**config.mk**
```make
export PLATFORM = sky130hd
export DESIGN_NAME = parking_fee_unit_flat
export DESIGN_NICKNAME = d
export VERILOG_FILES = /design/src/rtl/parking_fee_unit_if.sv /design/src/rtl/parking_fee_unit.sv /design/src/flat_wrapper.sv
export SDC_FILE = /design/constraint.sdc
export NUM_CORES = 1
export LEC_CHECK = 0
export ABC_AREA = 1
export BUFFER_PORTS_ARGS = -buffer_cell sky130_fd_sc_hd__clkbuf_2
export CORE_ASPECT_RATIO = 0.5
export CORE_MARGIN = 3
export CORE_UTILIZATION = 25
export CTS_CLUSTER_DIAMETER = 40
export DETAILED_ROUTE_END_ITERATION = 12
export GPL_TIMING_DRIVEN = 0
export SLEW_MARGIN = 20
export SYNTH_ARGS = -nofsm -noshare
export SYNTH_HDL_FRONTEND = slang
export SYNTH_SLANG_ARGS = --single-unit
```
**constraint.sdc**
```tcl
create_clock -name clk -period 3.6 [get_ports clk]
set_input_delay 1.08 -clock clk [delete_from_list [all_inputs] [get_ports clk]]
set_output_delay 1.08 -clock clk [all_outputs]
set_load 0.02 [all_outputs]
```
**src/rtl/parking_fee_unit_if.sv**
```systemverilog
// Payment-station bus of the parking fee unit: event pulses in, payment status out.
// The fee unit is the slave; the pay-station controller or bench is the master.
interface parking_fee_unit_if #(
  parameter int W = 8
);
  logic         start;
  logic         ticket;
  logic         coin_valid;
  logic [W-1:0] coin_val;
  logic         clear;
  logic [1:0]   P;
  logic [W-1:0] fee;
  logic [W-1:0] paid;
  logic [W-1:0] change;
  logic         busy;

  modport master (
    output start, ticket, coin_valid, coin_val, clear,
    input  P, fee, paid, change, busy
  );

  modport slave (
    input  start, ticket, coin_valid, coin_val, clear,
    output P, fee, paid, change, busy
  );
endinterface

```
**src/rtl/parking_fee_unit.sv**
```systemverilog
// Parking fee unit: times a stay, latches the fee at ticket, accumulates coins
// against it and reports the payment code P plus change due.
module parking_fee_unit #(
  parameter int unsigned TICK_DIV  = 50000000,
  parameter int unsigned RATE      = 5,
  parameter int unsigned MIN_FEE   = 5,
  parameter int unsigned MAX_UNITS = 99,
  parameter int unsigned W         = 8
) (
  input  logic              clk,
  input  logic              rst,
  parking_fee_unit_if.slave bus
);
  localparam int unsigned PW = (TICK_DIV > 1) ? $clog2(TICK_DIV) : 1;
  localparam int unsigned UW = (MAX_UNITS > 0) ? $clog2(MAX_UNITS + 1) : 1;
  localparam int unsigned FW = UW + 32;
  localparam logic [W-1:0] FULL = {W{1'b1}};

  typedef enum logic [1:0] {IDLE, TIMING, COLLECT, DONE} state_t;

  state_t         state, state_nxt;
  logic [PW-1:0]  presc;
  logic [UW-1:0]  units;
  logic [W-1:0]   fee_r;
  logic [W-1:0]   paid_r;
  logic [W-1:0]   paid_sum;
  logic           wrap;
  logic           wipe;

  // Fee is formed at full product width so a large RATE cannot wrap before saturating.
  function automatic logic [W-1:0] fee_of(input logic [UW-1:0] u);
    logic [FW-1:0] prod;
    prod = FW'(u) * FW'(RATE);
    if (prod < FW'(MIN_FEE)) prod = FW'(MIN_FEE);
    if (prod > FW'(FULL)) return FULL;
    return prod[W-1:0];
  endfunction

  function automatic logic [W-1:0] sat_add(input logic [W-1:0] a, input logic [W-1:0] b);
    logic [W:0] s;
    s = {1'b0, a} + {1'b0, b};
    return s[W] ? FULL : s[W-1:0];
  endfunction

  assign paid_sum = sat_add(paid_r, bus.coin_val);
  assign wrap     = (presc == PW'(TICK_DIV - 1));
  // A fresh start and any clear both begin from an empty transaction.
  assign wipe     = (state == IDLE) ? bus.start : bus.clear;

  always_ff @(posedge clk) begin
    if (rst) state <= IDLE;
    else     state <= state_nxt;
  end

  always_comb begin
    state_nxt = state;
    unique case (state)
      IDLE:    if (bus.start) state_nxt = TIMING;
      TIMING: begin
        if (bus.clear)       state_nxt = IDLE;
        else if (bus.ticket) state_nxt = COLLECT;
      end
      COLLECT: begin
        if (bus.clear)                                state_nxt = IDLE;
        else if (bus.coin_valid && paid_sum >= fee_r) state_nxt = DONE;
      end
      DONE:    if (bus.clear) state_nxt = IDLE;
      default: state_nxt = IDLE;
    endcase
  end

  always_ff @(posedge clk) begin
    if (rst || wipe) begin
      presc  <= '0;
      units  <= '0;
      fee_r  <= '0;
      paid_r <= '0;
    end else begin
      unique case (state)
        TIMING: begin
          // Ticket freezes time, so a coincident wrap never reaches the fee.
          if (bus.ticket) begin
            fee_r <= fee_of(units);
          end else if (wrap) begin
            presc <= '0;
            if (units != UW'(MAX_UNITS)) units <= units + UW'(1);
          end else begin
            presc <= presc + PW'(1);
          end
        end
        COLLECT: if (bus.coin_valid) paid_r <= paid_sum;
        default: ;
      endcase
    end
  end

  always_comb begin
    bus.P = 2'b00;
    unique case (state)
      COLLECT: bus.P = 2'b01;
      DONE:    bus.P = (paid_r == fee_r) ? 2'b10 : 2'b11;
      default: bus.P = 2'b00;
    endcase
  end

  assign bus.fee    = fee_r;
  assign bus.paid   = paid_r;
  assign bus.busy   = (state != IDLE);
  assign bus.change = (state == DONE && paid_r > fee_r) ? paid_r - fee_r : '0;
endmodule

```
**src/flat_wrapper.sv**
```systemverilog
// flat-port wrapper written by rule: the top's interface ports become plain ports
module parking_fee_unit_flat 
#(
  parameter int unsigned TICK_DIV  = 50000000,
  parameter int unsigned RATE      = 5,
  parameter int unsigned MIN_FEE   = 5,
  parameter int unsigned MAX_UNITS = 99,
  parameter int unsigned W         = 8
)
  (clk, rst, bus_start, bus_ticket, bus_coin_valid, bus_coin_val, bus_clear, bus_P, bus_fee, bus_paid, bus_change, bus_busy);
  parking_fee_unit_if #(.W(W)) bus_i ();
  input  logic clk;
  input  logic rst;
  input wire logic [$bits(bus_i.start)-1:0] bus_start;
  input wire logic [$bits(bus_i.ticket)-1:0] bus_ticket;
  input wire logic [$bits(bus_i.coin_valid)-1:0] bus_coin_valid;
  input wire logic [$bits(bus_i.coin_val)-1:0] bus_coin_val;
  input wire logic [$bits(bus_i.clear)-1:0] bus_clear;
  output wire logic [$bits(bus_i.P)-1:0] bus_P;
  output wire logic [$bits(bus_i.fee)-1:0] bus_fee;
  output wire logic [$bits(bus_i.paid)-1:0] bus_paid;
  output wire logic [$bits(bus_i.change)-1:0] bus_change;
  output wire logic [$bits(bus_i.busy)-1:0] bus_busy;
  assign bus_i.start = bus_start;
  assign bus_i.ticket = bus_ticket;
  assign bus_i.coin_valid = bus_coin_valid;
  assign bus_i.coin_val = bus_coin_val;
  assign bus_i.clear = bus_clear;
  assign bus_P = bus_i.P;
  assign bus_fee = bus_i.fee;
  assign bus_paid = bus_i.paid;
  assign bus_change = bus_i.change;
  assign bus_busy = bus_i.busy;
  parking_fee_unit #(.TICK_DIV(TICK_DIV), .RATE(RATE), .MIN_FEE(MIN_FEE), .MAX_UNITS(MAX_UNITS), .W(W)) u_core (.clk(clk), .rst(rst), .bus(bus_i));
endmodule
```
==> impl_results.md <==
- Yosys reg bits: 51
- Finished Core Util: roughly 30%
- GP Congestion: 0.854
- CTS tree: yes
- CTS Buf Count: 5
- Internal power of the cells: 0.948 mW
- Slowest CP cell: fa_1
- 1st-pass router iterations: 5
- Post-route insts no fill: about 800
- Port buffer count: 40
- Sequential power share: between 40 and 50%
- Total grt overflow: 0
- Placed Cells: 807
- CTS Root Cell: clkbuf_16
- Clk buf depth: 2
- Number of max-cap violations: 0
- Initial Util: 26.3%
- Flop-to-flop setup slack: 0.76 ns
- End of the worst hold path: u_core.presc[14]$_SDFFE_PP0P_
- Latest clock arrival within the worst-skew pair: 0.30 ns
- H-tree Lvls: 2
- Status: finished clean
- Die area: 0.0173 mm2
- RR Startpoint: u_core.bus.paid[0]$_SDFFE_PP0P_
- Nets: 671
- Antenna violations before repair: 0
- Yosys warning count: 0
- Cell Pwr Density: 311 mW/mm2
- Hold Crit Class: reg -> reg
- Hold Slack: just under 0.5 ns
- Hold_sp: u_core.presc[14]$_SDFFE_PP0P_
- Top layer in use: met4
- Worst r2r dst: u_core.state[1]$_SDFFE_PP0P_
- Ratio of cells with drive above 1 in the final layout: 13.6%
- Worst slew pin tran: 0.523 ns
- Post-CTS Hold Fix Bufs: 0
- Final hold viol count: 0
- Main area contributors after synthesis: dfxtp_1 (26%), ha_1 (12%), nand2_1 (10%)
- Crit path max-delay family: adder cells
- Most frequent cell after synthesis: nand2_1
- Synth Area per Inst: 6.88 um2
- Diodes inserted: 0
- Clock slew seen by the registers of the worst setup and hold paths: about 0.07 ns
- Ys flop type: dfxtp_1
- Site row count: 31
- Met2 WL: 4.49 mm
- Area Growth Syn to Fin: 15.6%
- Leading area contributor after synthesis: dfxtp_1
- Via density: 4.72
- Hold path cells: 2
- DRC: 0
- Crit Path Max Fanout: 8
- Crit-path cells: inv_1 > ha_1 > inv_1 > fa_1 > nand2_1 > inv_1 > o21ai_1 > nand2_1 > nand2_1 > o311ai_0 > nand3_1 > buf_4 > nor2_1 > clkbuf_2
- Fin Setup TNS: 0 ns
- Die Width: 183 um
- Sw Share: 32.6%
- Fin crit share: between 90% and 100%
- CP Capture Type: primary output
- Distinct cell type count after synthesis: 44
- Worst stage delay on the critical path: 0.37 ns
- Seq/Total Area, Yosys: 26.1%
- DR iter-0 viols: between 200 and 250
- Kind of start point of the critical path: flop
- Setup Viol. Count Final: 0
- WL per Instance: 12.1 um
- Post-synth EDFFs: 0
- Synth top cells by count: nand2_1 (107), inv_1 (79), nor2_1 (55), dfxtp_1 (51), a21oi_1 (46)
- Post-DP HPWL: 7.98 mm
- Combinational Power Share: 24.3%
- Antenna Nets Post-Route: 0
- Pin count of the biggest net entering global routing: 15
- Max Slew Vio Count: 0
- Worst Path Arrival: 2.33 ns
- Syn_nets: 623
- WP data required: approximately 2.5 ns
- NetSw: 0.460 mW
- Area share of the largest cell type after synthesis: between 20% and 30%
- Static Leakage: about 2.0 nW
- Clk sinks: between 50 and 60
- Via Count: 3855
- Achievable Freq: between 200 and 300 MHz
- Routed length on met3: around 300 um
- Minimum clock period: 3.41 ns
- Worst Setup Path Type: reg -> out
- Final wirelength: 9.89 mm
- Slew margin rel.: 65.0%
- Die Y: between 90 and 100 um
- First-pass GRT wire length: 16.3 mm
- Asr flop ratio synth: 0%
- Peak supply drop: 0.000155 V
- Vias in the first global route: 3460
- Core Region: 0.0149 mm2
- Clock Skews: 0.00679 ns
- Clock power share: about 33%
- R2R depth: 15
- Synthesized area: 0.00391 mm2
- Met1 wire length: around 5 mm
- I/O pin count: slightly above 40
- Gr usage total: 11.2%
- Crit path buf inv count: 5
- Cells after Synth: 569
-- stage by stage --
step | power (mW) | cell area [um2] | worst slack [ns]
6_report | 1.41 | 4530 | 0.185
5_1_grt | 1.49 | 4530 | -0.0258
4_1_cts | 1.42 | 4500 | 0.0750
3_5_place_dp | 0.948 | 4360 | -0.137
3_3_place_gp | 0.946 | 4360 | -0.112
2_1_floorplan | 0.849 | 3910 | 0.354
-- cell usage in the layout (no fill, tap or decap), drive strengths merged --
master	n
o211ai	3
a21o	3
nand4	25
dfxtp	51
nor3b	4
a21boi	1
nor2	61
inv	88
o21bai	7
or2	1
a21oi	47
nor3	19
nand2b	1
nor4b	1
ha	37
a221oi	1
nand2	112
o211a	1
a211oi	1
nor4	4
fa	3
clkinv	1
clkbuf	50
a31oi	4
o21a	4
o21ai	30
xnor2	7
nand3	38
o311ai	1
xor2	8
buf	3
nand3b	1
-- what timing repair did --
action,in CTS,in global routing
endpoints found under the setup margin,0,10
buffers inserted,0,1
resized for setup,0,5
-- worst max path at each step --
stage,cells after the start,to,slack [ns],from
2_1_floorplan,15,u_core.state[0]$_SDFFE_PP0P_,0.35,bus_coin_val[0]
3_3_place_gp,16,u_core.state[0]$_SDFFE_PP0P_,-0.11,bus_coin_val[0]
3_5_place_dp,16,u_core.state[0]$_SDFFE_PP0P_,-0.14,bus_coin_val[0]
4_1_cts,12,bus_change[7],0.07,u_core.bus.fee[0]$_SDFFE_PP0P_
5_1_grt,14,bus_change[7],-0.03,u_core.bus.paid[0]$_SDFFE_PP0P_
6_report,14,bus_change[7],0.19,u_core.bus.paid[0]$_SDFFE_PP0P_
-- cell families after synthesis --
| kind of cell | Yosys count | synth area share (%) |
|---|---|---|
| AND/OR/NAND/NOR | 267 | 32.7 |
| adder cells (fa/ha/maj) | 40 | 13.4 |
| XOR/XNOR | 15 | 3.36 |
| buffers and inverters | 93 | 9.17 |
| flip-flops | 51 | 26.1 |
| AO/OA/AOI/OAI | 103 | 15.3 |
-- registers in the layout (all words and copies together), names as in the netlist --
signal	count
u_core.bus.fee	8
u_core.bus.paid	8
u_core.presc	26
u_core.state	2
u_core.units	7
-- worst min-delay path: cells and delay by family, from the launching register on --
family	cells	cell delay, ns
AOI/OAI and AO/OA	1	0.05
buffers and inverters	1	0.06
DFF	1	0.34
-- power by group through the flow --
stage | combinational (mW) | sequential (mW) | clock (mW)
floorplan | 0.237 | 0.612 | 0
global placement | 0.337 | 0.609 | 0
detailed placement | 0.338 | 0.609 | 0
CTS | 0.340 | 0.596 | 0.488
global route | 0.385 | 0.599 | 0.509
finish | 0.342 | 0.597 | 0.469
-- per-layer routing --
metal	up-vias	GRT usage (%)
met1	1758	15.0
met3	11	1.19
li1	2012	-
met5	-	0
met2	74	19.1
met4	0	3.55
-- layout make-up --
type | instances | area [um2]
Fill cell | 1643 | 10400
Clock inverter | 1 | 5.00
Buffer | 5 | 28.8
Timing Repair Buffer | 41 | 208
Inverter | 88 | 330
Tap cell | 198 | 248
Clock buffer | 7 | 133
Multi-Input combinational cell | 425 | 2550
Sequential cell | 51 | 1020
Note: power is estimated with default switching activity, not from simulation.
